## src/rtl/udt_ctrl_dispatch.sv

```systemverilog
// udt_ctrl_dispatch
//   Ingress classifier that sits ahead of the CLOSE/ACK/data handlers. It
//   inspects the first beat of each received UDT packet and steers the whole
//   packet to one of three AXI-Stream egress ports:
//     close_*  control packets whose type equals CLOSE_TYPE (shutdown)
//     ctrl_*   other control packets with type <= MAX_CTRL_TYPE
//     data_*   data packets (first-beat bit 63 clear)
//   Control packets with an unknown type are consumed and counted.
//   A single registered output slice sits in front of all three ports. It
//   accepts a new beat while it unloads the old one, so throughput is one
//   beat per cycle.
// Ports
//   core_clk, core_rst        clock, synchronous active-high reset
//   rx_t*                     ingress stream (first beat: [63] ctrl flag,
//                             [62:48] control type)
//   close_t*/ctrl_t*/data_t*  egress streams
//   close_seen_o              one-cycle pulse that lines up with the first
//                             close_tvalid_o of a shutdown packet
//   drop_cnt_o                dropped-packet count, saturates at all-ones
module udt_ctrl_dispatch #(
  parameter int unsigned CLOSE_TYPE    = 5,
  parameter int unsigned MAX_CTRL_TYPE = 7,
  parameter int unsigned CNT_W         = 16
) (
  input  logic             core_clk,
  input  logic             core_rst,
  input  logic             rx_tvalid_i,
  input  logic [63:0]      rx_tdata_i,
  input  logic [7:0]       rx_tkeep_i,
  input  logic             rx_tlast_i,
  output logic             rx_tready_o,
  output logic             close_tvalid_o,
  output logic [63:0]      close_tdata_o,
  output logic [7:0]       close_tkeep_o,
  output logic             close_tlast_o,
  input  logic             close_tready_i,
  output logic             ctrl_tvalid_o,
  output logic [63:0]      ctrl_tdata_o,
  output logic [7:0]       ctrl_tkeep_o,
  output logic             ctrl_tlast_o,
  input  logic             ctrl_tready_i,
  output logic             data_tvalid_o,
  output logic [63:0]      data_tdata_o,
  output logic [7:0]       data_tkeep_o,
  output logic             data_tlast_o,
  input  logic             data_tready_i,
  output logic             close_seen_o,
  output logic [CNT_W-1:0] drop_cnt_o
);

  localparam logic [1:0] SOP  = 2'd0;
  localparam logic [1:0] FWD  = 2'd1;
  localparam logic [1:0] DROP = 2'd2;

  localparam logic [1:0] SEL_CLOSE = 2'd0;
  localparam logic [1:0] SEL_CTRL  = 2'd1;
  localparam logic [1:0] SEL_DATA  = 2'd2;

  logic [1:0]       state;
  logic [1:0]       fwd_sel;
  logic             out_valid;
  logic [63:0]      out_data;
  logic [7:0]       out_keep;
  logic             out_last;
  logic [1:0]       out_sel;
  logic             close_seen;
  logic [CNT_W-1:0] drop_cnt;

  logic [14:0]      rx_type;
  logic [1:0]       route_sel;
  logic             route_drop;
  logic             sel_ready;
  logic             accept;
  logic             sop_accept;
  logic             load;
  logic [1:0]       load_sel;

  // First-beat classification; only meaningful while in SOP.
  always_comb begin
    rx_type    = rx_tdata_i[62:48];
    route_sel  = SEL_DATA;
    route_drop = 1'b0;
    if (rx_tdata_i[63]) begin
      if (rx_type == 15'(CLOSE_TYPE)) begin
        route_sel = SEL_CLOSE;
      end else if (rx_type <= 15'(MAX_CTRL_TYPE)) begin
        route_sel = SEL_CTRL;
      end else begin
        route_drop = 1'b1;
      end
    end
  end

  always_comb begin
    sel_ready = 1'b0;
    case (out_sel)
      SEL_CLOSE: sel_ready = close_tready_i;
      SEL_CTRL:  sel_ready = ctrl_tready_i;
      SEL_DATA:  sel_ready = data_tready_i;
      default:   sel_ready = 1'b0;
    endcase
  end

  // The slice may be refilled in the same cycle it drains; DROP never loads
  // the slice so it does not have to wait for the egress side.
  assign rx_tready_o = (state == DROP) | ~out_valid | sel_ready;
  assign accept      = rx_tvalid_i & rx_tready_o;
  assign sop_accept  = accept & (state == SOP);
  assign load        = accept & ((state == FWD) | ((state == SOP) & ~route_drop));
  assign load_sel    = (state == SOP) ? route_sel : fwd_sel;

  always_ff @(posedge core_clk) begin
    if (core_rst) begin
      state      <= SOP;
      fwd_sel    <= SEL_DATA;
      out_valid  <= 1'b0;
      out_data   <= '0;
      out_keep   <= '0;
      out_last   <= 1'b0;
      out_sel    <= SEL_CLOSE;
      close_seen <= 1'b0;
      drop_cnt   <= '0;
    end else begin
      if (load) begin
        out_valid <= 1'b1;
        out_data  <= rx_tdata_i;
        out_keep  <= rx_tkeep_i;
        out_last  <= rx_tlast_i;
        out_sel   <= load_sel;
      end else if (sel_ready) begin
        out_valid <= 1'b0;
      end

      close_seen <= sop_accept & ~route_drop & (route_sel == SEL_CLOSE);

      if (sop_accept && route_drop && (drop_cnt != '1)) begin
        drop_cnt <= drop_cnt + CNT_W'(1);
      end

      case (state)
        SOP: begin
          if (accept && !rx_tlast_i) begin
            if (route_drop) begin
              state <= DROP;
            end else begin
              state   <= FWD;
              fwd_sel <= route_sel;
            end
          end
        end
        FWD, DROP: begin
          if (accept && rx_tlast_i) begin
            state <= SOP;
          end
        end
        default: state <= SOP;
      endcase
    end
  end

  assign close_tvalid_o = out_valid & (out_sel == SEL_CLOSE);
  assign ctrl_tvalid_o  = out_valid & (out_sel == SEL_CTRL);
  assign data_tvalid_o  = out_valid & (out_sel == SEL_DATA);

  assign close_tdata_o  = out_data;
  assign close_tkeep_o  = out_keep;
  assign close_tlast_o  = out_last;
  assign ctrl_tdata_o   = out_data;
  assign ctrl_tkeep_o   = out_keep;
  assign ctrl_tlast_o   = out_last;
  assign data_tdata_o   = out_data;
  assign data_tkeep_o   = out_keep;
  assign data_tlast_o   = out_last;

  assign close_seen_o   = close_seen;
  assign drop_cnt_o     = drop_cnt;

endmodule

```

## config.mk

```make
export PLATFORM = sky130hd
export DESIGN_NAME = udt_ctrl_dispatch
export DESIGN_NICKNAME = d
export VERILOG_FILES = /design/src/rtl/udt_ctrl_dispatch.sv
export SDC_FILE = /design/constraint.sdc
export NUM_CORES = 1
export LEC_CHECK = 0
export ABC_AREA = 1
export CAP_MARGIN = 20
export CORE_MARGIN = 2
export CORE_UTILIZATION = 39
export CTS_CLUSTER_SIZE = 20
export DETAILED_ROUTE_END_ITERATION = 6
export MAX_ROUTING_LAYER = met4
export PLACE_DENSITY_LB_ADDON = 0.1
export SKIP_LAST_GASP = 1
export SLEW_MARGIN = 20
export SYNTH_ARGS = -nofsm -noshare
export SYNTH_HDL_FRONTEND = slang
export SYNTH_SLANG_ARGS = --single-unit
```

## constraint.sdc

```tcl
create_clock -name core_clk -period 1.9 [get_ports core_clk]
set_input_delay 0.38 -clock core_clk [delete_from_list [all_inputs] [get_ports core_clk]]
set_output_delay 0.38 -clock core_clk [all_outputs]
set_load 0.01 [all_outputs]
```

* Word level (Yosys, flattened, before mapping)
Cells that the tools add are included.
** Storage, ports and cells
- Bits of input ports :: 79
- Register bits after elaboration :: 97
- Latch bits :: 0
- Memory bits (writable) :: 0
- Bits in read-only memories :: 0
- Memories :: 0
** Cells by class
- Bitwise logic cells :: 14
- Order comparisons :: 1
- Shift-type cells :: 0
- Multiply operators :: 0
- Reduce and logical (&&, ||, !) cells :: 12
- Equal/unequal tests :: 8
- Div/mod/pow operators :: 0
- Muxes and demuxes :: 14
- Add/subtract/negate cells :: 1
** Operator list (count)
- adder 16 x 1 -> 16 bit, second input constant :: 1
- inequality test 16 bit, second input constant :: 1
- equality test 15 x 3 -> 1 bit, second input constant :: 1
- <= comparator 15 x 3 -> 1 bit, second input constant :: 1
- 2-to-1 mux 2 bit :: 7
- AND 1 bit :: 9
- zero test 2 bit :: 3
- 2-to-1 mux 1 bit :: 5
- equality test 2 x 1 -> 1 bit, second input constant :: 2
- equality test 2 bit, second input constant :: 2
- logical AND 1 bit :: 4
- case mux 2 bit (2 select lines) :: 1
- bitwise OR 1 bit :: 3
- case mux 1 bit (3 select lines) :: 1
- AND reduction 3 bit :: 1
- inequality test 2 x 1 -> 1 bit, second input constant :: 1
- inequality test 2 bit, second input constant :: 1
- NOT 1 bit :: 2
- AND reduction 2 bit :: 1
- nonzero test 2 bit :: 1
- OR reduction 2 bit :: 1
- zero test 1 bit :: 1

* Logic depth before layout (Yosys ltp)
Gate-level depths: netlist of run 1.
- Depth in word-level cells :: 9
- Gate-level depth with buffers :: 13

* Worst setup path after synthesis of run 1
OpenSTA, ideal clock, no wires.
- Kind :: register to register
- From :: reg drop_cnt[0], in the netlist drop_cnt_o[0]
- To :: reg drop_cnt[10], in the netlist drop_cnt_o[10]
- Cell stages (with the launch flop) :: 10
- Arrival :: 1.600 ns
- Setup time :: 0.143 ns
- Slack :: 0.157 ns
- Path buffers :: 1
- Cell sequence :: dfxtp_1 ha_1 nand2_2 nor3_4 nand2_2 nor2_4 nand2_4 buf_2 nand3_1 a21oi_2
** On the way
- Longest elaborated chain between the ends :: 2
** Ends and longest elaborated chain
- start: declaration :: line 67 : logic [CNT_W-1:0] drop_cnt;
- start signal: assignment :: line 137 : drop_cnt <= drop_cnt + CNT_W'(1);
- branches (longest 2 deep; another with adder 16 x 1 -> 16 bit)
Parallel ways; which one is timed is not known.
A chain may end at the register's enable or synchronous reset.

* Final worst setup path of run 1
- From :: reg state[0]
- To :: reg out_data[50], in the netlist close_tdata_o[50]
** On the way
- Longest elaborated chain between the ends :: 5
** Ends and longest elaborated chain
- start: declaration :: line 59 : logic [1:0] state;
- start signal: assignment :: line 114 : state <= SOP;
- start signal: assignment :: line 144 : state <= DROP;
- start signal: assignment :: line 146 : state <= FWD;
- equality test 2 bit :: line 106 : assign rx_tready_o = (state == DROP) | ~out_valid | sel_ready;
- bitwise OR 1 bit (2 in a row) :: line 106
- AND 1 bit :: line 107 : assign accept = rx_tvalid_i & rx_tready_o;
- AND 1 bit (*) :: line 109 : assign load = accept & ((state == FWD) | ((state == SOP) & ~route_drop));
- end signal: assignment :: line 126 : out_data <= rx_tdata_i;
- end: declaration :: line 62 : logic [63:0] out_data;
Mark *: on every way between the ends. The rest lies on a longest branch, timed or not.

==> qor.txt, run 1 <==
CP Data Required Time = 2.14 ns
core area = 13990 um^2
Final Setup Violations = 0
Pint = 5.049 mW
Sink Count = 97
antenna viol nets, final = 0
fin nets = 1031
Final Cycle Share = 0.9612
DPL Wire Length = 12410 um
Mapped Area = 5637 um^2
worst hold path type = flop to flop
Tot GR Track Use = 0.2081
Least-Margin Pin Slew = 0.3305 ns
ANT cells = 0
Clock Latency Late Sink = 0.35 ns
CTS buffer count = 9
routed wl met3 = 861 um
Mapped Nets = 855
Post-Place Cells = 1113
min cycle time layout = 1.826 ns
slew margin rel. = 0.7785
Die Wd = 124.2 um
warnings from Yosys = 0
Post-CTS Hold Fix Bufs = 0
startpoint types = flop
Ports = 319
Gate power share = 0.391
dpl cell area = 7975 um^2
Layout Cells excl Fill = 1133
routed length per instance = 14.58 um
Sequential Power Share = 0.344
worst path arrival time = 2.06 ns
WL final = 16520 um
clock slew at reported path FFs = 0.06 ns
Iter 0 DRT Violations = 231
GP Congestion = 0.8320
Worst Hold Slack = 0.4527 ns
initial antenna violation count = 0
clock power share = 0.264
Psw = 2.317 mW
Synth cell types = 30
Final Slew Violations = 0
Max IR drop VDD = 0.3839 mV
max_cap viols = 0
unrepaired setup endpoints after global routing = true
synthesis-stage register bit count = 97
number of global-route vias before repair = 4934
CTS tree = yes
initial core utilization = 0.4030
peak fanout along the critical path = 20
CTS H-tree depth = 3
Fmax = 0.5475 GHz
Crit Path Class = flop to flop
Worst setup EP type = flop
Net Sw Frac = 0.3146
Pleak = 3.322 nW
# DRC = 0
Die Footprint = 15430 um^2
PD cells = 874.0 nW/um^2
pin count of the biggest net entering global routing = 55
status = complete, no violations
layout cells sized above 1 = 0.08290
CTS max path bufs = 2
Layout Utilization = 0.6024
vias per inst = 4.658
# fillers = 1283
Finished Cell Area = 8427 um^2
Die Y = 124.2 um
first-pass GRT wire length = 25560 um
P&R area growth vs syn = 49.50%
Final Hold Viols = 0
First-pass DRT Iterations = 5
total number of vias = 5277
Avg Inst Size Synth = 7.301 um^2
gr ovfl total = 0
CTS Root Cell = clkbuf_16
row cnt = 43
Worst Skew = 0.007882 ns
routed length on met1 = 6715 um
IO Port Bufs = 318
top sig layer = met4
sequential fraction of the synthesis area = 0.3445
post-synthesis instance total = 772
metal2 WL = 8651 um
power groups by stage:
| stage | Sequential, mW | Clock, mW | Combinational (mW) |
|---|---|---|---|
| 3_3_place_gp | 2.57 | 0 | 2.78 |
| 4_1_cts | 2.55 | 2.00 | 2.83 |
| 2_1_floorplan | 2.64 | 0 | 1.62 |
| 6_report | 2.54 | 1.95 | 2.88 |
| 5_1_grt | 2.59 | 2.09 | 3.09 |
| 3_5_place_dp | 2.59 | 0 | 2.81 |
layer usage:
layer	vias to the layer above	track usage
met5	-	-
met4	0	0.07270
met3	17	0.03012
met2	200	0.3735
met1	2437	0.2358
li1	2623	-
registers in the layout, summed over array words and instances, names as in the netlist:
register	cells
close_tdata_o	64
drop_cnt_o	16
close_tkeep_o	8
fwd_sel	2
out_sel	2
state	2
close_seen_o	1
close_tlast_o	1
out_valid	1
layout make-up:
type | count | area [um^2] | area share
repair buffers | 348 | 3492 | 0.4144
multi-input cells | 464 | 2337 | 0.2774
flip-flops and latches | 97 | 1942 | 0.2304
clock buffers | 9 | 225.2 | 0.02673
well taps | 180 | 225.2 | 0.02673
inverters | 28 | 110.1 | 0.01307
clock inverters | 7 | 95.09 | 0.01128
path summary, 6_finish.rpt:
path                                     to  cells after the start  slack, ns                     from
max          close_tdata_o[50]$_SDFFE_PP0P_                     11       0.07    state[0]$_SDFFE_PP0P_
max reg2reg  close_tdata_o[50]$_SDFFE_PP0P_                     11       0.07    state[0]$_SDFFE_PP0P_
min                 fwd_sel[1]$_SDFFE_PP1P_                      2       0.45  fwd_sel[1]$_SDFFE_PP1P_
min reg2reg         fwd_sel[1]$_SDFFE_PP1P_                      2       0.45  fwd_sel[1]$_SDFFE_PP1P_
cells in the final DEF (no fill, tap or decap), types with 3 or more instances in the layout:
cell               n
nand2_1          127
inv_1             24
buf_4             22
a21oi_2           10
dfxtp_1           97
nand2_2            4
a21oi_1            7
ha_1               4
nand3_1           32
buf_12             4
nand2_4            3
nor2_1           172
xor2_1             7
clkdlybuf4s50_1  314
clkbuf_16         11
nand4_1            5
nand3b_1          72
inv_2              3
xnor2_1            3
dlygate4sd2_1      3
clkinv_4           3
synthesized netlist by cell type (all sizes together):
cell type | number | area [um^2]
and2 | 2 | 12.51
xor2 | 7 | 61.31
buf | 170 | 1244
nand2 | 134 | 525.5
xnor2 | 3 | 26.28
clkbuf | 13 | 48.80
nor3 | 6 | 51.30
or2 | 1 | 6.260
nor2 | 176 | 675.7
nand4 | 6 | 43.79
inv | 28 | 105.1
a21oi | 17 | 122.6
nand3 | 33 | 165.2
dfxtp | 97 | 1942
nor4 | 1 | 6.260
nand3b | 72 | 540.5
o21ai | 2 | 10.00
ha | 4 | 50.05
metrics by stage:
step / total power, mW / setup TNS (ns) / worst slack [ns]
2_1_floorplan: 4.258 / 0 / 0.1567
3_3_place_gp: 5.354 / -21.12 / -0.3153
3_5_place_dp: 5.399 / -24.37 / -0.3229
4_1_cts: 7.372 / -0.08897 / -0.08897
5_1_grt: 7.769 / -0.01878 / -0.006754
6_report: 7.365 / 0 / 0.07367
worst max-delay path, stage by stage, from the launching register on:
cell,delay (ns)
dfxtp_1,0.34
inv_1,0.07
ha_1,0.21
nor2_2,0.13
nand4_4,0.16
nand2_4,0.14
inv_2,0.08
nand2_2,0.10
clkinv_4,0.12
clkbuf_16,0.21
nor2_1,0.10
nor2_1,0.05
cell families (layout without fill, tap and decap cells):
family | after synthesis | after routing | synth area share
xor gates and xnor gates | 10 | 10 | 0.01554
AOI/OAI and AO/OA | 19 | 19 | 0.02353
adders and majority gates | 4 | 4 | 0.008879
buffers and inverters | 211 | 392 | 0.2479
DFF | 97 | 97 | 0.3445
and+or+nand+nor | 431 | 431 | 0.3596
timing repair:
| action | CTS | global route |
|---|---|---|
| gates resized for setup | 9 | 15 |
| endpoints found under the hold margin | 0 | 0 |
| cloned | 0 | 2 |
| endpoints found under the setup margin | 4 | 76 |
| pin swaps | 0 | 5 |
| buffers inserted | 0 | 2 |
Note: power is estimated with default switching activity, not from simulation.
==> run 2: changes to the inputs <==
--- a/config.mk
+++ b/config.mk
@@ -7,8 +7,9 @@
 export LEC_CHECK = 0
 export ABC_AREA = 1
 export CAP_MARGIN = 20
+export CORE_ASPECT_RATIO = 0.7
 export CORE_MARGIN = 2
-export CORE_UTILIZATION = 39
+export CORE_UTILIZATION = 42
 export CTS_CLUSTER_SIZE = 20
 export DETAILED_ROUTE_END_ITERATION = 6
 export MAX_ROUTING_LAYER = met4
==> constraint.sdc (replaced) <==
create_clock -name core_clk -period 2.3 [get_ports core_clk]
set_input_delay 0.46 -clock core_clk [delete_from_list [all_inputs] [get_ports core_clk]]
set_output_delay 0.46 -clock core_clk [all_outputs]
set_load 0.01 [all_outputs]
==> qor.txt, run 2 (synthesis gave the netlist of run 1 again) <==
status = complete, no violations
vias per inst = 4.694
Worst setup EP type = output pin
Pleak = 3.216 nW
Final Cycle Share = 0.9449
most frequent cells in the layout = clkdlybuf4s50_1, nor2_1, nand2_1, dfxtp_1, nand3b_1
IO Port Bufs = 318
Die Footprint = 14380 um^2
Post-CTS Setup Bufs = 0
DPL Wire Length = 11850 um
pin count of the biggest net entering global routing = 56
total power = 5.969 mW
Max IR drop VDD = 0.4719 mV
ANT cells = 0
initial core utilization = 0.4290
hold_sp = fwd_sel[1]$_SDFFE_PP1P_
initial antenna violation count = 0
max_cap viols = 0
row cnt = 35
worst path buffer plus inverter count = 2
P&R area growth vs syn = 46.24%
max reg flops = 64
CP Cell Sequence = inv_1 -> nor3_2 -> clkdlybuf4s50_1
Setup WS post-layout = 0.1268 ns
first-pass GRT wire length = 23400 um
Final Slew Violations = 0
Final Hold Viols = 0
startpoint types = flop
worst path arrival time = 1.71 ns
clock slew at reported path FFs = 0.07 ns
total number of vias = 5173
Finished Cell Area = 8243 um^2
layout cells sized above 1 = 0.06090
worst hold path type = flop to flop
commonest non-fill, non-tap cell in the layout = clkdlybuf4s50_1
CP Data Required Time = 1.84 ns
Iter 0 DRT Violations = 215
Tot GR Track Use = 0.2079
Final Setup Violations = 0
CTS Root Cell = clkbuf_16
CTS tree = yes
Clock Latency Late Sink = 0.33 ns
peak fanout along the critical path = 5
gr ovfl total = 0
CTS H-tree depth = 3
antenna viol nets, final = 0
Hold Path End = fwd_sel[1]$_SDFFE_PP1P_
Sink Count = 97
Cells on Worst Hold Path = 2
routed length per instance = 14.26 um
reg-to-reg slack, setup = 0.28 ns
CTS buffer count = 9
unrepaired setup endpoints after global routing = false
TNS Setup = 0 ns
Fmax = 0.4602 GHz
slowest CP cell = clkdlybuf4s50_1
core area = 13140 um^2
FF-to-FF Start = drop_cnt_o[0]$_SDFFE_PP0P_
Least-Margin Pin Slew = 0.3247 ns
fin nets = 1014
GP Congestion = 0.9076
Die Wd = 142.5 um
WL final = 15720 um
CTS max path bufs = 2
First-pass DRT Iterations = 5
dpl cell area = 7923 um^2
Ports = 319
min cycle time layout = 2.173 ns
PD cells = 724.2 nW/um^2
Top delay family on crit path = buffers and inverters
Worst Hold Slack = 0.4626 ns
slew margin rel. = 0.7824
worst r2r dst = drop_cnt_o[0]$_SDFFE_PP0P_
Crit Path Class = flop to output pin
worst slack at placement = -0.03365 ns
Die Y = 100.9 um
critical path's largest stage delay = 0.60 ns
number of global-route vias before repair = 4650
Worst Skew = 0.009594 ns
# DRC = 0
Reg2Reg Depth = 11
-- run 2: cell count changes in the layout (fill, tap and decap cells not counted), moves of 2 or more --
cell             previous run  this run
clkinv_4                    3         0
nor2_2                      2         0
clkbuf_8                    0         3
buf_12                      4         7
clkbuf_16                  11         9
nor2_1                    172       174
dlygate4sd2_1               3         1
buf_4                      22         6
clkdlybuf4s50_1           314       317
buf_6                       2         0
-- run 2: through the flow --
step,instances,utilization
final,1102,0.6274
after global routing,1102,0.6274
after CTS,1102,0.6274
after detailed placement,1086,0.6030
after global placement,1086,0.6030
after floorplan,772,-
-- run 2: final cells by class --
type | count | area (um^2)
fillers | 1171 | 4895
repair buffers | 331 | 3367
multi-input cells | 464 | 2305
flip-flops and latches | 97 | 1942
clock buffers | 12 | 266.5
well taps | 166 | 207.7
inverters | 28 | 105.1
clock inverters | 4 | 50.05
-- run 2: worst register-to-register path: cells and delay by family (launching register included) --
family,cells,cell delay (ns)
buffers and inverters,1,0.06
and+or+nand+nor,9,1.21
adders and majority gates,1,0.24
DFF,1,0.44
-- run 2: worst max-delay path by stage --
stage / start / to / slack, ns / cells past startpoint
5_1_grt: out_sel[1]$_SDFFE_PP0P_ / data_tvalid_o / 0.06 / 3
4_1_cts: out_sel[1]$_SDFFE_PP0P_ / data_tvalid_o / 0.10 / 3
6_report: out_sel[1]$_SDFFE_PP0P_ / data_tvalid_o / 0.13 / 3
3_3_place_gp: rx_tdata_i[51] / close_tkeep_o[4]$_SDFFE_PP0P_ / 0.06 / 13
2_1_floorplan: drop_cnt_o[0]$_SDFFE_PP0P_ / drop_cnt_o[10]$_SDFFE_PP0P_ / 0.56 / 9
3_5_place_dp: rx_tdata_i[55] / close_tdata_o[30]$_SDFFE_PP0P_ / -0.03 / 13
-- run 2: per-layer routing --
layer	routed length [um]	share of wire	global-route usage
met1	6348	0.40	0.2407
met2	8214	0.52	0.3765
met3	929	0.059	0.03848
met4	223	0.014	0.04646
met5	0	0	-
-- run 2: timing repair --
item                                    CTS  global route
endpoints found under the hold margin     0             0
resized for setup                         2             0
hold buffers                              0             0
endpoints found under the setup margin    2             0
-- run 2: where the power goes --
part	internal (mW)	switching [mW]
Combinational	1.29	1.01
Clock	0.930	0.627
Sequential	1.88	0.221
